### src/rtl/fpnr_pkg.sv
// Shared constants and the status-flag bundle for the single-precision normalize/round stage.
package fpnr_pkg;

  localparam int BIAS    = 127;
  localparam int FRAC_W  = 23;
  localparam int EXP_W   = 8;
  localparam int EXP_MAX = 255;

  localparam logic [30:0] INF_MAG = 31'h7F800000;

  typedef struct packed {
    logic overflow;
    logic underflow;
    logic inexact;
  } fpnr_flags_t;

endpackage

### src/rtl/fp_lzc.sv
// Leading-one detector: index of the most significant set bit, plus an all-zero indication.
module fp_lzc #(
  parameter int W = 48
) (
  input  logic [W-1:0]         data_i,
  output logic [$clog2(W)-1:0] msb_o,
  output logic                 zero_o
);

  localparam int IW = $clog2(W);

  always_comb begin
    msb_o = '0;
    for (int i = 0; i < W; i++) begin
      if (data_i[i]) msb_o = IW'(i);
    end
  end

  assign zero_o = ~|data_i;

endmodule

### src/rtl/fp_normalize_round.sv
// Three-stage normalize / round-to-nearest-even / pack into IEEE-754 single.
// Define FPNR_SUBNORMAL_EN for gradual underflow; otherwise tiny results flush to zero.
module fp_normalize_round
  import fpnr_pkg::*;
#(
  parameter int MW = 48,
  parameter int EW = 10
) (
  input  logic          clk,
  input  logic          rst,
  input  logic          in_valid,
  output logic          in_ready,
  input  logic          in_sign,
  input  logic [EW-1:0] in_exp,
  input  logic [MW-1:0] in_mant,
  input  logic          in_sticky,
  output logic          out_valid,
  input  logic          out_ready,
  output logic [31:0]   out_result,
  output logic          out_overflow,
  output logic          out_underflow,
  output logic          out_inexact
);

  localparam int PW = $clog2(MW);
  localparam int XW = EW + 2;
  localparam logic signed [XW-1:0] E_MAX  = XW'(EXP_MAX);
  localparam logic signed [XW-1:0] E_ZERO = '0;

  // Valid/ready: a word moves when valid && ready; all stages advance together
  // whenever the output slot is empty or being drained this cycle.
  logic adv;
  logic v1_q, v2_q, v3_q;

  assign adv       = !v3_q || out_ready;
  assign in_ready  = adv;
  assign out_valid = v3_q;

  // Stage 1: leading-one position registered alongside the operands.
  logic [PW-1:0] p_d;
  logic          zero_d;
  logic          s1_sign_q, s1_sticky_q, s1_zero_q;
  logic [EW-1:0] s1_exp_q;
  logic [MW-1:0] s1_mant_q;
  logic [PW-1:0] s1_p_q;

  fp_lzc #(.W(MW)) u_lzc (
    .data_i (in_mant),
    .msb_o  (p_d),
    .zero_o (zero_d)
  );

  // Stage 2: shift the leading one up to bit MW-1 (dropped) and split frac/guard/sticky.
  logic [PW-1:0]          lsh;
  logic [MW-2:0]          norm;
  logic signed [XW-1:0]   e2_d;
  logic [FRAC_W-1:0]      frac2_d;
  logic                   g2_d, st2_d;
  logic                   s2_sign_q, s2_zero_q, s2_g_q, s2_st_q;
  logic signed [XW-1:0]   s2_e_q;
  logic [FRAC_W-1:0]      s2_frac_q;

  assign lsh     = PW'(MW-1) - s1_p_q;
  assign norm    = (MW-1)'(s1_mant_q << lsh);
  assign e2_d    = XW'($signed(s1_exp_q)) + XW'(s1_p_q) - XW'(MW-2);
  assign frac2_d = norm[MW-2 -: FRAC_W];
  assign g2_d    = norm[MW-FRAC_W-2];
  assign st2_d   = (|norm[MW-FRAC_W-3:0]) | s1_sticky_q;

  // Stage 3: round to nearest even, then classify and pack.
  logic                 r_up;
  logic [FRAC_W:0]      rsum;
  logic signed [XW-1:0] e3;
  logic [31:0]          res_d, res_q;
  fpnr_flags_t          flg_d, flags_q;

  assign r_up = s2_g_q & (s2_st_q | s2_frac_q[0]);
  assign rsum = {1'b0, s2_frac_q} + (FRAC_W+1)'(r_up);
  assign e3   = s2_e_q + XW'(rsum[FRAC_W]);

`ifdef FPNR_SUBNORMAL_EN
  // Denormalize the hidden-one significand; guard rides along so no double rounding.
  logic signed [XW-1:0] sh_full;
  logic [4:0]           sh_sat;
  logic [FRAC_W+26:0]   ext;
  logic                 sub_g, sub_st, sub_inx;
  logic [FRAC_W:0]      ssum;

  assign sh_full = XW'(1) - s2_e_q;
  assign sh_sat  = (sh_full > XW'(26)) ? 5'd26 : sh_full[4:0];
  assign ext     = (FRAC_W+27)'({1'b1, s2_frac_q, s2_g_q, 26'b0} >> sh_sat);
  assign sub_g   = ext[26];
  assign sub_st  = (|ext[25:0]) | s2_st_q;
  assign sub_inx = sub_g | sub_st;
  assign ssum    = {1'b0, ext[FRAC_W+26:27]} + (FRAC_W+1)'(sub_g & (sub_st | ext[27]));
`endif

  always_comb begin
    res_d = {s2_sign_q, 31'b0};
    flg_d = '0;
    if (s2_zero_q) begin
      res_d = {s2_sign_q, 31'b0};
    end else if (e3 >= E_MAX) begin
      res_d          = {s2_sign_q, INF_MAG};
      flg_d.overflow = 1'b1;
      flg_d.inexact  = 1'b1;
    end
`ifdef FPNR_SUBNORMAL_EN
    else if (s2_e_q <= E_ZERO) begin
      res_d           = {s2_sign_q, 7'b0, ssum};
      flg_d.underflow = sub_inx;
      flg_d.inexact   = sub_inx;
    end
`else
    else if (e3 <= E_ZERO) begin
      flg_d.underflow = 1'b1;
      flg_d.inexact   = 1'b1;
    end
`endif
    else begin
      res_d         = {s2_sign_q, e3[EXP_W-1:0], rsum[FRAC_W-1:0]};
      flg_d.inexact = s2_g_q | s2_st_q;
    end
  end

  always_ff @(posedge clk or posedge rst) begin
    if (rst) begin
      v1_q        <= 1'b0;
      s1_sign_q   <= 1'b0;
      s1_sticky_q <= 1'b0;
      s1_zero_q   <= 1'b0;
      s1_exp_q    <= '0;
      s1_mant_q   <= '0;
      s1_p_q      <= '0;
      v2_q        <= 1'b0;
      s2_sign_q   <= 1'b0;
      s2_zero_q   <= 1'b0;
      s2_g_q      <= 1'b0;
      s2_st_q     <= 1'b0;
      s2_e_q      <= '0;
      s2_frac_q   <= '0;
      v3_q        <= 1'b0;
      res_q       <= '0;
      flags_q     <= '0;
    end else if (adv) begin
      v1_q <= in_valid;
      if (in_valid) begin
        s1_sign_q   <= in_sign;
        s1_sticky_q <= in_sticky;
        s1_zero_q   <= zero_d;
        s1_exp_q    <= in_exp;
        s1_mant_q   <= in_mant;
        s1_p_q      <= p_d;
      end
      v2_q <= v1_q;
      if (v1_q) begin
        s2_sign_q <= s1_sign_q;
        s2_zero_q <= s1_zero_q;
        s2_g_q    <= g2_d;
        s2_st_q   <= st2_d;
        s2_e_q    <= e2_d;
        s2_frac_q <= frac2_d;
      end
      v3_q <= v2_q;
      if (v2_q) begin
        res_q   <= res_d;
        flags_q <= flg_d;
      end
    end
  end

  assign out_result    = res_q;
  assign out_overflow  = flags_q.overflow;
  assign out_underflow = flags_q.underflow;
  assign out_inexact   = flags_q.inexact;

endmodule

### config.mk
export PLATFORM = sky130hd
export DESIGN_NAME = fp_normalize_round
export DESIGN_NICKNAME = d
export VERILOG_FILES = /design/src/rtl/fpnr_pkg.sv /design/src/rtl/fp_lzc.sv /design/src/rtl/fp_normalize_round.sv
export SDC_FILE = /design/constraint.sdc
export NUM_CORES = 1
export LEC_CHECK = 0
export ABC_AREA = 1
export CAP_MARGIN = 25
export CORE_ASPECT_RATIO = 1.4
export CORE_UTILIZATION = 40
export CTS_CLUSTER_DIAMETER = 150
export DETAILED_ROUTE_END_ITERATION = 12
export PLACE_DENSITY = 0.66
export SETUP_SLACK_MARGIN = 0.05
export SLEW_MARGIN = 20
export SYNTH_ARGS = -nofsm -noshare
export SYNTH_HDL_FRONTEND = slang
export SYNTH_HIERARCHICAL = 1
export SYNTH_SLANG_ARGS = --single-unit
### constraint.sdc
create_clock -name clk -period 5.5 [get_ports clk]
set_clock_uncertainty 0.1 [all_clocks]
set_input_delay 1.1 -clock clk [delete_from_list [all_inputs] [get_ports clk]]
set_output_delay 1.1 -clock clk [all_outputs]
set_load 0.005 [all_outputs]
# Yosys cells after proc, flatten, opt, wreduce, memory -nomap -nowiden
# Cells that the tools add are included.
[totals] regBits=144 in_bits=64 output_inout_bits=37 word_cells=95
[classes] addsub=5 magnitude_cmp=2 n_shift=1 muxes=56 n_bitwise=4 reduce_logical=8
[ops] op="$mux 6" n=16
[ops] op="$mux 31" n=3
[ops] op="$mux 5" n=16
[ops] op="$reduce_or 48->1" n=1
[ops] op="$shl 48x6->47" n=1
[ops] op="$mux 4" n=8
[ops] op="$add 23x1->24" n=1
[ops] op="$reduce_or 23->1" n=1
[ops] op="$mux 3" n=5
[ops] op="$add 12x1->12" n=1
[ops] op="$ge 12x9->1 const B" n=1
[ops] op="$le 12x1->1 const B" n=1
[ops] op="$sub 11x7->12 const B" n=1
[ops] op="$add 10x7->11" n=1
[ops] op="$mux 1" n=6
[ops] op="$reduce_and 2->1" n=3
[ops] op="$sub 6x6->6 const A" n=1
[ops] op="$mux 2" n=2
[ops] op="$or 1x1->1" n=3
[ops] op="$logic_not 1->1" n=2
[ops] op="$and 1x1->1" n=1
[ops] op="$logic_or 1x1->1" n=1

# Depth between registers and ports, before layout
[logic_depth] depth_word=47 depth_mapped=49 depth_no_buf=49

# Cells and area by module
# Netlist, hierarchy kept.
[modules_own_cells] module="fp_normalize_round" instances=1 cells_each=1280 area_per_inst_um2=9175.0 seq_area_each_um2=3578.4
[modules_own_cells] module="fp_lzc" instances=1 cells_each=159 area_per_inst_um2=638.1 seq_area_each_um2=0.0

# Worst setup path before layout
# OpenSTA, ideal clock, no wires.
[synth_path] path_kind="input -> register" startpoint="input port in_mant[2]" endpoint="register s1_p_q[0]" setup_time_ns=0.133 arrival_ns=3.168 t_required_ns=5.267 path_slack_ns=2.099 path_stages=49 path_buffers=0 path_cell_list="inv_1 > nand2_1 > nand2_1 > nand2_1 > nand2_1 > nand2_1 > nand2_1 > nand2_1 > nand2_1 > nand2_1 > nand2_1 > nand2_1 > nand2_1 > nand2_1 > nand2_1 > nand2_1 > nand2_1 > nand2_1 > [13 not listed] > nand2_1 > nand2_1 > nand2_1 > nand2_1 > nand2_1 > nand2_1 > nand2_1 > nand2_1 > nand2_1 > nand2_1 > nand2_1 > nand2_1 > nand2_1 > nand2_1 > nand2_1 > nand2_1 > nor2_1 > a21oi_1"
[synth_between] elab_chain_cells=46
[synth_rtl] item="start, declared" line="fp_normalize_round.sv:15" source="input logic [MW-1:0] in_mant,"
[synth_rtl] item="$mux 2 (2 in a row)" line="fp_lzc.sv:15" source="if (data_i[i]) msb_o = IW'(i);"
[synth_rtl] item="$mux 3 (4 in a row)" line="fp_lzc.sv:15"
[synth_rtl] item="$mux 4 (8 in a row)" line="fp_lzc.sv:15"
[synth_rtl] item="$mux 5 (16 in a row)" line="fp_lzc.sv:15"
[synth_rtl] item="$mux 6 (16 in a row)" line="fp_lzc.sv:15"
[synth_rtl] item="net p_d[0]" line="fp_normalize_round.sv:40" source="logic [PW-1:0] p_d;"
[synth_rtl] item="end signal, assigned" line="fp_normalize_round.sv:153" source="s1_p_q <= p_d;"
[synth_rtl] item="end, declared" line="fp_normalize_round.sv:45" source="logic [PW-1:0] s1_p_q;"
# The timed path passes the listed nets, and every way through them passes these cells.
# A chain may end at the register's enable or synchronous reset.

# Worst setup path in the final report
[layout_path] startpoint="register s2_frac_q[2]" endpoint="register res_q[25], in the netlist out_result[25]"
[layout_between] elab_chain_cells=6 elab_cells_between_ends=7 classes_between="add/sub: 2; order compare: 2; mux: 3"
[layout_rtl] item="start, declared" line="fp_normalize_round.sv:61" source="logic [FRAC_W-1:0] s2_frac_q;"
[layout_rtl] item="start signal, assigned" line="fp_normalize_round.sv:162" source="s2_frac_q <= frac2_d;"
[layout_rtl] item="$add 23x1->24 (*)" line="fp_normalize_round.sv:78" source="assign rsum = {1'b0, s2_frac_q} + (FRAC_W+1)'(r_up);"
[layout_rtl] item="$add 12x1->12 (*)" line="fp_normalize_round.sv:79" source="assign e3 = s2_e_q + XW'(rsum[FRAC_W]);"
[layout_rtl] item="$le 12x1->1" line="fp_normalize_round.sv:115" source="else if (e3 <= E_ZERO) begin"
[layout_rtl] item="$mux 31" line="fp_normalize_round.sv:115"
[layout_rtl] item="$mux 31 (*)" line="fp_normalize_round.sv:103" source="end else if (e3 >= E_MAX) begin"
[layout_rtl] item="$mux 31 (*)" line="fp_normalize_round.sv:101" source="if (s2_zero_q) begin"
[layout_rtl] item="end signal, assigned" line="fp_normalize_round.sv:166" source="res_q <= res_d;"
[layout_rtl] item="end, declared" line="fp_normalize_round.sv:74" source="logic [31:0] res_d, res_q;"
# Mark *: on every way between the ends. The rest lies on a longest branch, timed or not.

==> out/results.ini <==
[route]
wl_per_cell_um=14.11
ant_nets=0
dr.pass1.iters=4
drt-initial-drc-count=563
post-route-drc-count=0
via_per_inst=5.121
wl_um=25750
vias=9345

[placement]
hpwl_um=19830
gp_routability_congestion=0.9140
dpl_cell_area_mm2=0.01102
io_buffers=100
place_ws_ns=1.169

[setup_path]
path_max_fanout=16
critPathCaptureType=flop
required_ns=5.76
crit_path_start_kind=flop
critPathKind=flop to flop
cp.arrival_ns=4.18

[power_and_ir_drop]
ir_drop_mv=0.2263
p_leak_uw=0.005603
power.density_mw_per_mm2=446.2

[sta]
setup_viol=0
max_freq_ghz=0.2554
whs_ns=0.3738
period_share_pct=71.19
relSlewSlack_pct=43.53
setup_slack_ns=1.584
fin_crit_ns=3.916
setup_tns_ns=0
rsz0062_at_grt=false
finalMaxSlewViolations=0
worstMarginPinSlew_ns=0.8470
hold_viol=0

[worst_hold_path]
holdCritPathClass=flop to flop

[finish]
drive_gt1_share_pct=7.459
fin_area_mm2=0.01158
antenna_cells=0
layout_commonest_cell=nand2_1
area_delta_synth_final_pct=18.00
nNetsFinal=1586
final_cell_mix=nand2_1 (446), inv_1 (143), dfrtp_1 (142)
nFillCells=2521
utilization_pct=48.30

[die]
start_util_pct=40.93
die_area_mm2=0.02517
die_h_um=187.3
core_mm2=0.02398
ios=101
die_w_um=134.4
placementRows=67

[synthesis]
syn_inst=1439
ys_seq_elements=143
ys_async_sr_fraction_pct=100.0
yosysWarnings=6
synth.cell_area_mm2=0.009813
synth_area_per_cell_um2=6.819
synthFlopType=dfrtp_1
synth_fp_nets=1523
yosysUniqueCellTypes=45
synth-edff-count=0
ys_seq_area_share_pct=36.47

[clock_network]
cts_tree=built
cts_post_setup_buffers_inserted=0
cts_sinks=143
cts_resized=0
root_buffer=clkbuf_16
clk_path_buf_depth=2
clk_latency_ns=0.44
numCtsBuffers=17
path_clk_slew_ns=0.06
htree_levels=4
holdBufCountCts=0

[grt]
gr-total-overflow=0
grt_usage_pct=21.60
grt_max_degree=86
grt_pass1_wl_um=43570
grt_pass1_vias=9043
antenna_found_initial=0

[status]
status=complete, no violations

[run]
drv_cap=0

cell usage after synthesis, drive strengths merged (13+ instances only):
| cell | count | share of area (%) |
|---|---|---|
| nor2 | 134 | 5.3 |
| nor3 | 14 | 0.88 |
| nand3 | 138 | 7.1 |
| inv | 147 | 5.6 |
| clkbuf | 34 | 1.3 |
| mux2 | 33 | 3.8 |
| o21ai | 128 | 7.0 |
| nand2 | 452 | 17 |
| ha | 19 | 2.4 |
| dfrtp | 143 | 36 |
| buf | 35 | 1.8 |
| a21oi | 64 | 3.3 |
| nand4 | 14 | 0.96 |
| mux2i | 13 | 1.3 |
critical path: stages (launching register included):
cell and delay, ns:
dfrtp_1 0.43, inv_1 0.09, nor3_2 0.32, nand3_1 0.18, nor2_1 0.16, nand3_1 0.12, nor2_1 0.18, nand4_1 0.12
nor3_1 0.28, ha_1 0.22, ha_1 0.17, inv_1 0.07, nor2_4 0.13, nand4_2 0.12, nor2_4 0.13, nand3_1 0.08
nand2_1 0.08, nand2_2 0.07, nor2_1 0.13, nand2_1 0.13, nand2_4 0.23, nand2_2 0.18, nand3_1 0.12
cell families (layout without fill, tap and decap cells):
group / Yosys count / in the layout / share of synthesized area, %
AND/OR/NAND/NOR: 766 / 766 / 32.59
AO/OA/AOI/OAI: 232 / 232 / 13.11
buffers and inverters: 219 / 295 / 8.861
flip-flops: 143 / 143 / 36.47
multiplexers: 46 / 46 / 5.113
adder cells (fa/ha/maj): 20 / 20 / 2.627
XOR/XNOR: 13 / 13 / 1.237
where the power goes:
part / leakage [uW] / switching (uW) / internal, uW
logic: 0.00364 / 1420 / 915
clock network: 0.000270 / 498 / 612
registers: 0.00169 / 304 / 1420
total: 0.00560 / 2220 / 2940
final timing paths:
path | start | endpoint | slack, ns | cells past startpoint
worst min-delay path | v2_q | out_valid | 0.37 | 2
max in group asynchronous | rst | out_result[2] | 3.30 | 3
min in group asynchronous | rst | out_result[28] | 1.09 | 2
worst max register to register | s2_frac_q[2] | out_result[25] | 1.58 | 22
worst min register to register | v2_q | out_valid | 0.37 | 2
worst max-delay path | s2_frac_q[2] | out_result[25] | 1.58 | 22
sequential cells by signal (all words and copies together), names as in the netlist:
| register | count |
|---|---|
| out_result | 32 |
| s2_frac_q | 23 |
| s2_st_q | 1 |
| s2_e_q | 12 |
| v2_q | 1 |
| s1_sign_q | 1 |
| s1_mant_q | 47 |
| s1_sticky_q | 1 |
| v1_q | 1 |
| s1_exp_q | 10 |
| out_overflow | 1 |
| s2_g_q | 1 |
| s1_zero_q | 1 |
| s2_zero_q | 1 |
| s2_sign_q | 1 |
| out_inexact | 1 |
| out_underflow | 1 |
| s1_p_q | 6 |
| out_valid | 1 |
stage by stage:
step	power [uW]	std cells
after global placement	4035	1793
after floorplan	3310	1439
final	5167	1825
after global routing	5627	1825
after CTS	5206	1825
after detailed placement	4086	1793
area by class of cell:
cell class              count  area, um^2  area share, %
flip-flops and latches    143        3580          30.91
clock buffers              20       456.7          3.944
well taps                 310       387.9          3.350
clock inverters            12       101.3         0.8752
inverters                 150       568.0          4.905
multi-input cells        1077        5375          46.42
repair buffers            113        1111          9.595
routing by layer:
| metal | GRT usage, % | wire length (um) | up-vias |
|---|---|---|---|
| met5 | 0 | 0 | - |
| met4 | 9.162 | 793 | 0 |
| li1 | - | - | 4806 |
| met2 | 37.76 | 12920 | 183 |
| met3 | 3.035 | 738 | 43 |
| met1 | 26.27 | 11300 | 4313 |
(Power assumes the default switching activity.)
